==> src/rtl/alu_pkg.sv <==
// Shared definitions for the ALU operation sequencer and its iterative datapath.
// Holds the one-hot FSM state codes, the opcode values and the default operand width.
// Nothing here is clocked; it is imported by every other file of the block.
package alu_pkg;

    localparam int ALU_WIDTH = 4;

    typedef enum logic [3:0] {
        S_IDLE = 4'b0001,
        S_EXEC = 4'b0010,
        S_ITER = 4'b0100,
        S_DONE = 4'b1000
    } state_t;

    localparam logic [1:0] OP_ADD = 2'b00;
    localparam logic [1:0] OP_SUB = 2'b01;
    localparam logic [1:0] OP_MUL = 2'b10;
    localparam logic [1:0] OP_DIV = 2'b11;

endpackage

==> src/rtl/alu_iter_unit.sv <==
// Iterative datapath: shift-add multiply or restoring divide, one step per step_i cycle.
// Latency: WIDTH step cycles after load_i; outputs are final once the last step is taken.
// Backpressure: none, the controller owns load/step sequencing. Divide exists only with ALU_DIV_EN.
module alu_iter_unit #(
    parameter int WIDTH = 4,
    parameter int RES_W = 2 * WIDTH
) (
    input  logic               clk_50HZ,
    input  logic               rst,
    input  logic               load_i,
    input  logic               step_i,
    input  logic               mode_i,      // 0: multiply, 1: divide
    input  logic [WIDTH-1:0]   a_i,
    input  logic [WIDTH-1:0]   b_i,
    output logic [RES_W-1:0]   result_o
`ifdef ALU_DIV_EN
    ,
    output logic [WIDTH-1:0]   remainder_o
`endif
);

    // Accumulator layout: [2W:W] partial product / partial remainder, [W-1:0] multiplier / quotient.
    localparam int ACC_W = 2 * WIDTH + 1;

    logic [ACC_W-1:0] acc_q;
    logic [ACC_W-1:0] acc_d;
    logic [WIDTH-1:0] opnd_q;
    logic [WIDTH:0]   mul_sum;
`ifdef ALU_DIV_EN
    logic [ACC_W-1:0] div_sh;
    logic [WIDTH:0]   div_trial;
`endif

    // Next accumulator value: load the dividend/multiplier, or take one algorithm step
    always_comb begin
        mul_sum = acc_q[ACC_W-1:WIDTH] + {1'b0, opnd_q};
        acc_d   = acc_q;
`ifdef ALU_DIV_EN
        div_sh    = {acc_q[ACC_W-2:0], 1'b0};
        div_trial = div_sh[ACC_W-1:WIDTH];
`endif
        if (load_i) begin
            acc_d = {{(WIDTH + 1){1'b0}}, a_i};
`ifdef ALU_DIV_EN
        end else if (step_i && mode_i) begin
            // Shift in the next dividend bit; keep the subtraction only if it does not go negative
            if (div_trial >= {1'b0, opnd_q}) begin
                acc_d = {div_trial - {1'b0, opnd_q}, div_sh[WIDTH-1:1], 1'b1};
            end else begin
                acc_d = div_sh;
            end
`endif
        end else if (step_i && !mode_i) begin
            // Add the multiplicand when the current multiplier LSB is set, then shift right
            if (acc_q[0]) begin
                acc_d = {1'b0, mul_sum, acc_q[WIDTH-1:1]};
            end else begin
                acc_d = {1'b0, acc_q[ACC_W-1:1]};
            end
        end
    end

    // Accumulator and multiplicand/divisor registers
    always_ff @(posedge clk_50HZ or posedge rst) begin
        if (rst) begin
            acc_q  <= '0;
            opnd_q <= '0;
        end else begin
            acc_q <= acc_d;
            if (load_i) begin
                opnd_q <= b_i;
            end
        end
    end

`ifdef ALU_DIV_EN
    assign result_o    = mode_i ? RES_W'(acc_q[WIDTH-1:0]) : RES_W'(acc_q[2*WIDTH-1:0]);
    assign remainder_o = acc_q[2*WIDTH-1:WIDTH];
`else
    assign result_o    = RES_W'(acc_q[2*WIDTH-1:0]);
`endif

endmodule

==> src/rtl/alu_op_sequencer.sv <==
// ALU operation sequencer: edge-triggered start, add/sub in one step, iterative mul/div, held result.
// Latency: accept to done pulse is 2 cycles for add/sub/error, WIDTH+2 for mul/div.
// Backpressure: none; a start rise outside IDLE is dropped. Divide built only with ALU_DIV_EN.
module alu_op_sequencer
    import alu_pkg::*;
#(
    parameter int WIDTH = ALU_WIDTH,
    parameter int RES_W = 2 * WIDTH
) (
    input  logic               clk_50HZ,
    input  logic               rst,
    input  logic               start_alu,
    input  logic [WIDTH-1:0]   a,
    input  logic [WIDTH-1:0]   b,
    input  logic [1:0]         op,
    output logic [RES_W-1:0]   result,
    output logic [WIDTH-1:0]   remainder,
    output logic               busy,
    output logic               done,
    output logic               err,
    output logic [3:0]         state_o
);

    localparam int CNT_W = $clog2(WIDTH + 1);

    state_t             state_q;
    logic               start_q;
    logic               armed_q;     // low for the first cycle after reset so a held start cannot fire
    logic               busy_q;
    logic               done_q;
    logic               err_q;
    logic               iter_q;      // current op finishes through the iterative datapath
    logic [WIDTH-1:0]   a_q;
    logic [WIDTH-1:0]   b_q;
    logic [1:0]         op_q;
    logic [RES_W-1:0]   result_q;
    logic [CNT_W-1:0]   cnt_q;
    logic               accept;
    logic [RES_W-1:0]   iter_result;
`ifdef ALU_DIV_EN
    logic [WIDTH-1:0]   remainder_q;
    logic [WIDTH-1:0]   iter_remainder;
`endif

    assign accept = armed_q & start_alu & ~start_q & (state_q == S_IDLE);

    alu_iter_unit #(
        .WIDTH (WIDTH),
        .RES_W (RES_W)
    ) u_iter (
        .clk_50HZ    (clk_50HZ),
        .rst         (rst),
        .load_i      (state_q == S_EXEC),
        .step_i      (state_q == S_ITER),
        .mode_i      (op_q == OP_DIV),
        .a_i         (a_q),
        .b_i         (b_q),
        .result_o    (iter_result)
`ifdef ALU_DIV_EN
        ,
        .remainder_o (iter_remainder)
`endif
    );

    // Control FSM with registered result, flags and start-edge detection
    always_ff @(posedge clk_50HZ or posedge rst) begin
        if (rst) begin
            state_q  <= S_IDLE;
            start_q  <= 1'b0;
            armed_q  <= 1'b0;
            busy_q   <= 1'b0;
            done_q   <= 1'b0;
            err_q    <= 1'b0;
            iter_q   <= 1'b0;
            a_q      <= '0;
            b_q      <= '0;
            op_q     <= OP_ADD;
            result_q <= '0;
            cnt_q    <= '0;
`ifdef ALU_DIV_EN
            remainder_q <= '0;
`endif
        end else begin
            start_q <= start_alu;
            armed_q <= 1'b1;
            done_q  <= 1'b0;
            case (state_q)
                S_IDLE: begin
                    if (accept) begin
                        a_q      <= a;
                        b_q      <= b;
                        op_q     <= op;
                        err_q    <= 1'b0;
                        iter_q   <= 1'b0;
                        result_q <= '0;
`ifdef ALU_DIV_EN
                        remainder_q <= '0;
`endif
                        busy_q   <= 1'b1;
                        state_q  <= S_EXEC;
                    end
                end
                S_EXEC: begin
                    case (op_q)
                        OP_ADD: begin
                            result_q <= RES_W'(a_q) + RES_W'(b_q);
                            busy_q   <= 1'b0;
                            state_q  <= S_DONE;
                        end
                        OP_SUB: begin
                            result_q <= RES_W'(a_q) - RES_W'(b_q);
                            busy_q   <= 1'b0;
                            state_q  <= S_DONE;
                        end
                        OP_MUL: begin
                            cnt_q   <= CNT_W'(WIDTH);
                            iter_q  <= 1'b1;
                            state_q <= S_ITER;
                        end
                        OP_DIV: begin
`ifdef ALU_DIV_EN
                            if (b_q == '0) begin
                                err_q       <= 1'b1;
                                result_q    <= '1;
                                remainder_q <= '0;
                                busy_q      <= 1'b0;
                                state_q     <= S_DONE;
                            end else begin
                                cnt_q   <= CNT_W'(WIDTH);
                                iter_q  <= 1'b1;
                                state_q <= S_ITER;
                            end
`else
                            err_q    <= 1'b1;
                            result_q <= '0;
                            busy_q   <= 1'b0;
                            state_q  <= S_DONE;
`endif
                        end
                    endcase
                end
                S_ITER: begin
                    cnt_q <= cnt_q - CNT_W'(1);
                    if (cnt_q == CNT_W'(1)) begin
                        busy_q  <= 1'b0;
                        state_q <= S_DONE;
                    end
                end
                S_DONE: begin
                    // The datapath has taken its final step; publish together with the done pulse
                    if (iter_q) begin
                        result_q <= iter_result;
                    end
`ifdef ALU_DIV_EN
                    if (iter_q && (op_q == OP_DIV)) begin
                        remainder_q <= iter_remainder;
                    end
`endif
                    done_q  <= 1'b1;
                    state_q <= S_IDLE;
                end
                default: begin
                    busy_q  <= 1'b0;
                    state_q <= S_IDLE;
                end
            endcase
        end
    end

    assign result  = result_q;
    assign busy    = busy_q;
    assign done    = done_q;
    assign err     = err_q;
    assign state_o = state_q;
`ifdef ALU_DIV_EN
    assign remainder = remainder_q;
`else
    assign remainder = '0;
`endif

endmodule

==> config.mk <==
export PLATFORM = sky130hd
export DESIGN_NAME = alu_op_sequencer
export DESIGN_NICKNAME = d
export VERILOG_FILES = /design/src/rtl/alu_pkg.sv /design/src/rtl/alu_iter_unit.sv /design/src/rtl/alu_op_sequencer.sv
export SDC_FILE = /design/constraint.sdc
export NUM_CORES = 1
export LEC_CHECK = 0
export BUFFER_PORTS_ARGS = -buffer_cell sky130_fd_sc_hd__buf_2
export CAP_MARGIN = 20
export CORE_AREA = 4 4 73 75
export DETAILED_ROUTE_END_ITERATION = 7
export DIE_AREA = 0 0 77 79
export HOLD_SLACK_MARGIN = 0.15
export PLACE_DENSITY = 0.73
export SETUP_SLACK_MARGIN = 0.3
export SLEW_MARGIN = 30
export SYNTH_ARGS = -nofsm -noshare
export SYNTH_HDL_FRONTEND = slang
export SYNTH_SLANG_ARGS = --single-unit
==> constraint.sdc <==
create_clock -name clk_50HZ -period 2.05 [get_ports clk_50HZ]
set_input_delay 0.3075 -clock clk_50HZ [delete_from_list [all_inputs] [get_ports clk_50HZ]]
set_output_delay 0.3075 -clock clk_50HZ [all_outputs]
set_load 0.01 [all_outputs]
Yosys cells after proc, flatten, opt, wreduce, memory -nomap -nowiden
Index checks and enable logic that the tools add are counted.

Add/subtract/negate cells: 4. Equality and inequality tests: 15. Muxes and demuxes: 23. Bitwise gates (word level): 5. Reduce and logical (&&, ||, !) cells: 15.

Operators by type and width (count): case mux 8 bit (3 select lines) (2); two-way mux 8 bit (3); two-way mux 9 bit (2); inequality test 2 bit, second input constant (6); case mux 4 bit (3 select lines) (1); two-way mux 4 bit (2); case mux 4 bit (2 select lines) (1); AND reduction 4 bit (2); two-way mux 1 bit (7); case mux 3 bit (2 select lines) (1); AND reduction 2 bit (3); AND reduction 3 bit (2); nonzero test 2 bit (3); adder 4 x 4 -> 5 bit (1); adder 5 x 4 -> 5 bit (1); subtractor 4 x 4 -> 5 bit (1); == test 2 bit, second input constant (2); == test 4 x 1 -> 1 bit, second input constant (1); == test 4 x 2 -> 1 bit, second input constant (1); == test 4 x 3 -> 1 bit, second input constant (1); == test 4 bit, second input constant (1); inequality test 4 bit, second input constant (1); case mux 1 bit (2 select lines) (2); case mux 1 bit (4 select lines) (1); 11 further kinds (14).

Bits in registers: 44. Input port bits: 13. Output and inout port bits: 19. Word-level logic and storage cells: 76.

Longest topological paths before layout
Word-level depth: 5. Depth in mapped cells: 8. Depth with buffers taken out: 8.

By module
From an unflattened synthesis, not the netlist that was laid out.

Cell total of the unflattened synthesis: 236. Area total of the unflattened synthesis: 2368.5 sq um.

By module, submodules not included: alu_op_sequencer (instances 1, cells each 166, area each 1697.9 sq um, sequential area each 777.0 sq um); alu_iter_unit (instances 1, cells each 70, area each 670.6 sq um, sequential area each 300.3 sq um).

Least setup slack after synthesis
OpenSTA, ideal clock, no wires.

Kind: flip-flop to flip-flop. From: reg a_q[2]. To: reg result_q[3], in the netlist result[3]. Setup time: 0.125 ns. Arrival: 1.803 ns. Slack: 0.122 ns. Cell stages (with the launch flop): 8. Path buffers: 1. Clock period less this slack: 1.928 ns. Cells stage by stage: dfrtp_1 ha_1 buf_2 a21oi_1 a21oi_1 a211o_1 a32o_1 mux2_4.

Longest elaborated chain between the ends: 3. Elaborated cells between the ends (all ways): 4.

Ends and longest elaborated chain: start, declared (line alu_op_sequencer.sv:33) `logic [WIDTH-1:0] a_q;`; start signal, assigned (line alu_op_sequencer.sv:75) `a_q <= '0;`; start signal, assigned (line alu_op_sequencer.sv:90) `a_q <= a;`; subtractor 4 x 4 -> 5 bit or adder 4 x 4 -> 5 bit (tied branches) (line alu_op_sequencer.sv:111, alu_op_sequencer.sv:106); case mux 8 bit (3 select lines) (*) (line alu_op_sequencer.sv:104) `case (op_q)`; case mux 8 bit (3 select lines) (*) (line alu_op_sequencer.sv:87) `case (state_q)`; end signal, assigned (line alu_op_sequencer.sv:106) `result_q <= RES_W'(a_q) + RES_W'(b_q);`; end signal, assigned (line alu_op_sequencer.sv:111) `result_q <= RES_W'(a_q) - RES_W'(b_q);`; end signal, assigned (line alu_op_sequencer.sv:152) `result_q <= iter_result;`; end, declared (line alu_op_sequencer.sv:36) `logic [RES_W-1:0] result_q;`.

Every way passes the cells marked *; elsewhere a longest branch is shown, timed or not. A chain may end at the register's enable or synchronous reset.

Worst setup path in the final report
From: reg state_q[0], in the netlist state_o[0]. To: reg a_q[2].

Longest elaborated chain between the ends: 3.

Ends and longest elaborated chain: start, declared (line alu_op_sequencer.sv:26) `state_t state_q;`; start signal, assigned (line alu_op_sequencer.sv:68) `state_q <= S_IDLE;`; start signal, assigned (line alu_op_sequencer.sv:100) `state_q <= S_EXEC;`; start signal, assigned (line alu_op_sequencer.sv:108) `state_q <= S_DONE;`; == test 4 x 1 -> 1 bit (*) (line alu_op_sequencer.sv:45, alu_op_sequencer.sv:87); AND 1 bit (line alu_op_sequencer.sv:45) `assign accept = armed_q & start_alu & ~start_q & (state_q == S_IDLE);`; AND reduction 2 bit (no line) (*).

Marked as above.

==> impl_metrics.json <==
{
  "via_per_inst": 5.53,
  "via_count": 1830,
  "leakage_uw": 0.00142,
  "setup_viol": 0,
  "finalHoldViolCount": 0,
  "clock_sinks": 43,
  "yosys_warnings": 0,
  "synthArstFlopShare": 1.00,
  "die_h_um": 79,
  "clock_latency_ns": 0.29,
  "dpl.hpwl_mm": 3.48,
  "nFillCells": 389,
  "synthFlopType": "dfrtp_1",
  "die_w_um": 77,
  "fin_setup_tns_ns": 0,
  "port_buffers": 27,
  "cp.required_ns": 2.23,
  "cts_tree": "built",
  "drc": 0,
  "status": "complete, no violations",
  "worstSetupEndpointType": "register",
  "wl_mm": 5.12,
  "peakVddDrop_uv": 836,
  "power_density_nw_per_um2": 1280,
  "drive_above_1_share": 0.383,
  "rsz0062_at_grt": "true",
  "grt_usage": 0.186,
  "crit_start": "state_o[0]$_DFFE_PP1P_",
  "design.core.area_um2": 4660,
  "grt_max_degree": 44,
  "grt_pass1_wl_mm": 8.93,
  "netlist_area_um2": 2340,
  "syn_to_final_growth_pct": 25.3,
  "postRouteAntennaNets": 0,
  "ys_ff_latch": 43,
  "seq_area_um2": 1080,
  "min_period_ns": 1.88,
  "max_freq_mhz": 533,
  "layout.nets": 306,
  "slew-limit-headroom": 0.633,
  "crit_chain": "or4b_4 > nor2b_4 > buf_6 > mux2_4",
  "worstSetupPathType": "register to register",
  "grt_overflow": 0,
  "worst-slew-pin-transition_ns": 0.550,
  "hold_class": "primary input to async pin",
  "clk_pin_slew_ns": 0.08,
  "slowest_stage": "dfstp_2",
  "drt_iter0_drc": 84,
  "grt_pass1_vias": 1766,
  "start_kind": "register",
  "boundaryPins": 32,
  "clockBufferDepth": 2,
  "rr_startpoint": "state_o[0]$_DFFE_PP1P_",
  "antenna_found_initial": 0,
  "fp-row-count": 25,
  "r2r_setup_slack_ns": 0.17,
  "finalCoreUtilization": 0.628,
  "critPathMaxStageDelay_ns": 0.60,
  "start_util": 0.501,
  "synth_edf_count": 0,
  "cts_buffers": 5,
  "path_max_fanout": 7,
  "ff2ff_path_depth": 4,
  "drv_slew": 0,
  "worst_r2r_endpoint": "a_q[2]$_DFFE_PP0P_",
  "dr.pass1.iters": 4,
  "ys_seq_area_frac": 0.461,
  "cap_violations": 0,
  "dieArea_um2": 6080,
  "skew_ns": 0.00497,
  "final.period_utilization": 0.915,
  "synth_area_per_cell_um2": 10.0,
  "place_congestion": 0.901,
  "synth_cells": 233,
  "cts-root-buf": "clkbuf_8",
  "htreeDepth": 2,
  "synth_cell_types": 45,
  "wl_per_cell_um": 15.5,
  "cp.arrival_ns": 2.06,
  "diodes": 0,
  "multi_input_area_um2": 1240
}
cell usage after synthesis (2+ instances only):
cell type  count  area share
a31oi_1        5       0.013
nor3_1         2      0.0043
buf_2          7       0.015
ha_1          14       0.075
nand2_1       23       0.037
nor2b_1        7       0.019
o21ai_1        4      0.0086
nor2_1         6      0.0096
xnor2_1        3       0.011
conb_1         2      0.0032
o211ai_1       2      0.0064
buf_6          3       0.014
or4b_1         3       0.013
mux2_2         6       0.029
a21oi_1       12       0.026
o22ai_1        7       0.019
buf_4          4       0.013
o21ai_0       17       0.036
o21a_1         2      0.0064
fa_1           3       0.026
a21o_1         7       0.022
nand2b_1       3      0.0080
inv_1         21       0.034
nand3_1        6       0.013
dfrtp_1       42        0.45
clkbuf_1       3      0.0048
critical path, delay by kind of cell (launching register included):
kind	cells	cell delay [ns]
buf+inv	1	0.16
flops	1	0.60
mux	1	0.30
simple gates	2	0.70
worst max path at each step:
stage                            end  slack, ns  cells after the start
2_1_floorplan  result[3]$_DFFE_PP0P_       0.22                      8
3_3_place_gp   result[3]$_DFFE_PP0P_       0.08                      6
3_5_place_dp   result[3]$_DFFE_PP0P_       0.06                      6
4_1_cts        result[3]$_DFFE_PP0P_       0.19                      6
5_1_grt        result[6]$_DFFE_PP0P_       0.12                      6
6_report          a_q[2]$_DFFE_PP0P_       0.17                      4
where the power goes:
group          internal (uW)  switching, uW
logic                    896            886
registers               1120            261
clock network            307            275
total                   2320           1420
per-stage QoR:
stage	instances	hold WS (ns)	power [uW]	instance area, um2	setup slack (ns)
after global routing	331	0.181	4030	2930	0.117
final	331	0.138	3740	2930	0.173
after floorplan	236	0.339	2490	2410	0.217
after detailed placement	309	0.434	2800	2560	0.0575
after global placement	309	0.431	2760	2560	0.0817
after CTS	329	0.151	3640	2840	0.190
cell usage in the layout, fill, tap and decap left out, drive strengths merged, types with 8 or more instances in the layout:
cell	synthesis	routed
nand2	23	23
buf	14	49
dfrtp	42	42
ha	14	14
a21oi	13	13
inv	21	20
o21ai	21	21
clkbuf	3	8
logic make-up after synthesis:
group | Yosys count | share of synthesized area
AO/OA/AOI/OAI | 66 | 0.176
adder cells (fa/ha/maj) | 17 | 0.101
buffers and inverters | 38 | 0.0809
other | 2 | 0.00321
multiplexers | 8 | 0.0396
AND/OR/NAND/NOR | 56 | 0.127
XOR/XNOR | 3 | 0.0113
flip-flops | 43 | 0.461
per-layer routing:
| metal | vias to the layer above | routed length, um | GRT usage |
|---|---|---|---|
| li1 | 888 | - | - |
| met1 | 871 | 2350 | 0.268 |
| met2 | 65 | 2390 | 0.283 |
| met3 | 6 | 317 | 0.0374 |
| met4 | 0 | 65 | 0.0569 |
| met5 | - | 0 | 0 |
flip-flops by register name (all words and copies together) (netlist names), 2 cells and up:
register,count
a_q,4
b_q,4
cnt_q,3
op_q,2
result,8
u_iter.acc_q,8
u_iter.opnd_q,4
state_o,4
repair_timing:
item                       in CTS  in global routing
setup buffers                  10                  2
hold endpoints to repair        1                  0
setup endpoints to repair      23                 24
gates cloned                    1                  0
gates resized for setup        24                 29
hold buffers                    1                  0
pin swaps                       3                  7
final cells by class:
class,instances,share of cell area
well taps,54,0.0231
flip-flops and latches,43,0.371
inverters,21,0.0269
clock buffers,8,0.0342
repair buffers,50,0.121
multi-input cells,155,0.425
(Power assumes the default switching activity.)
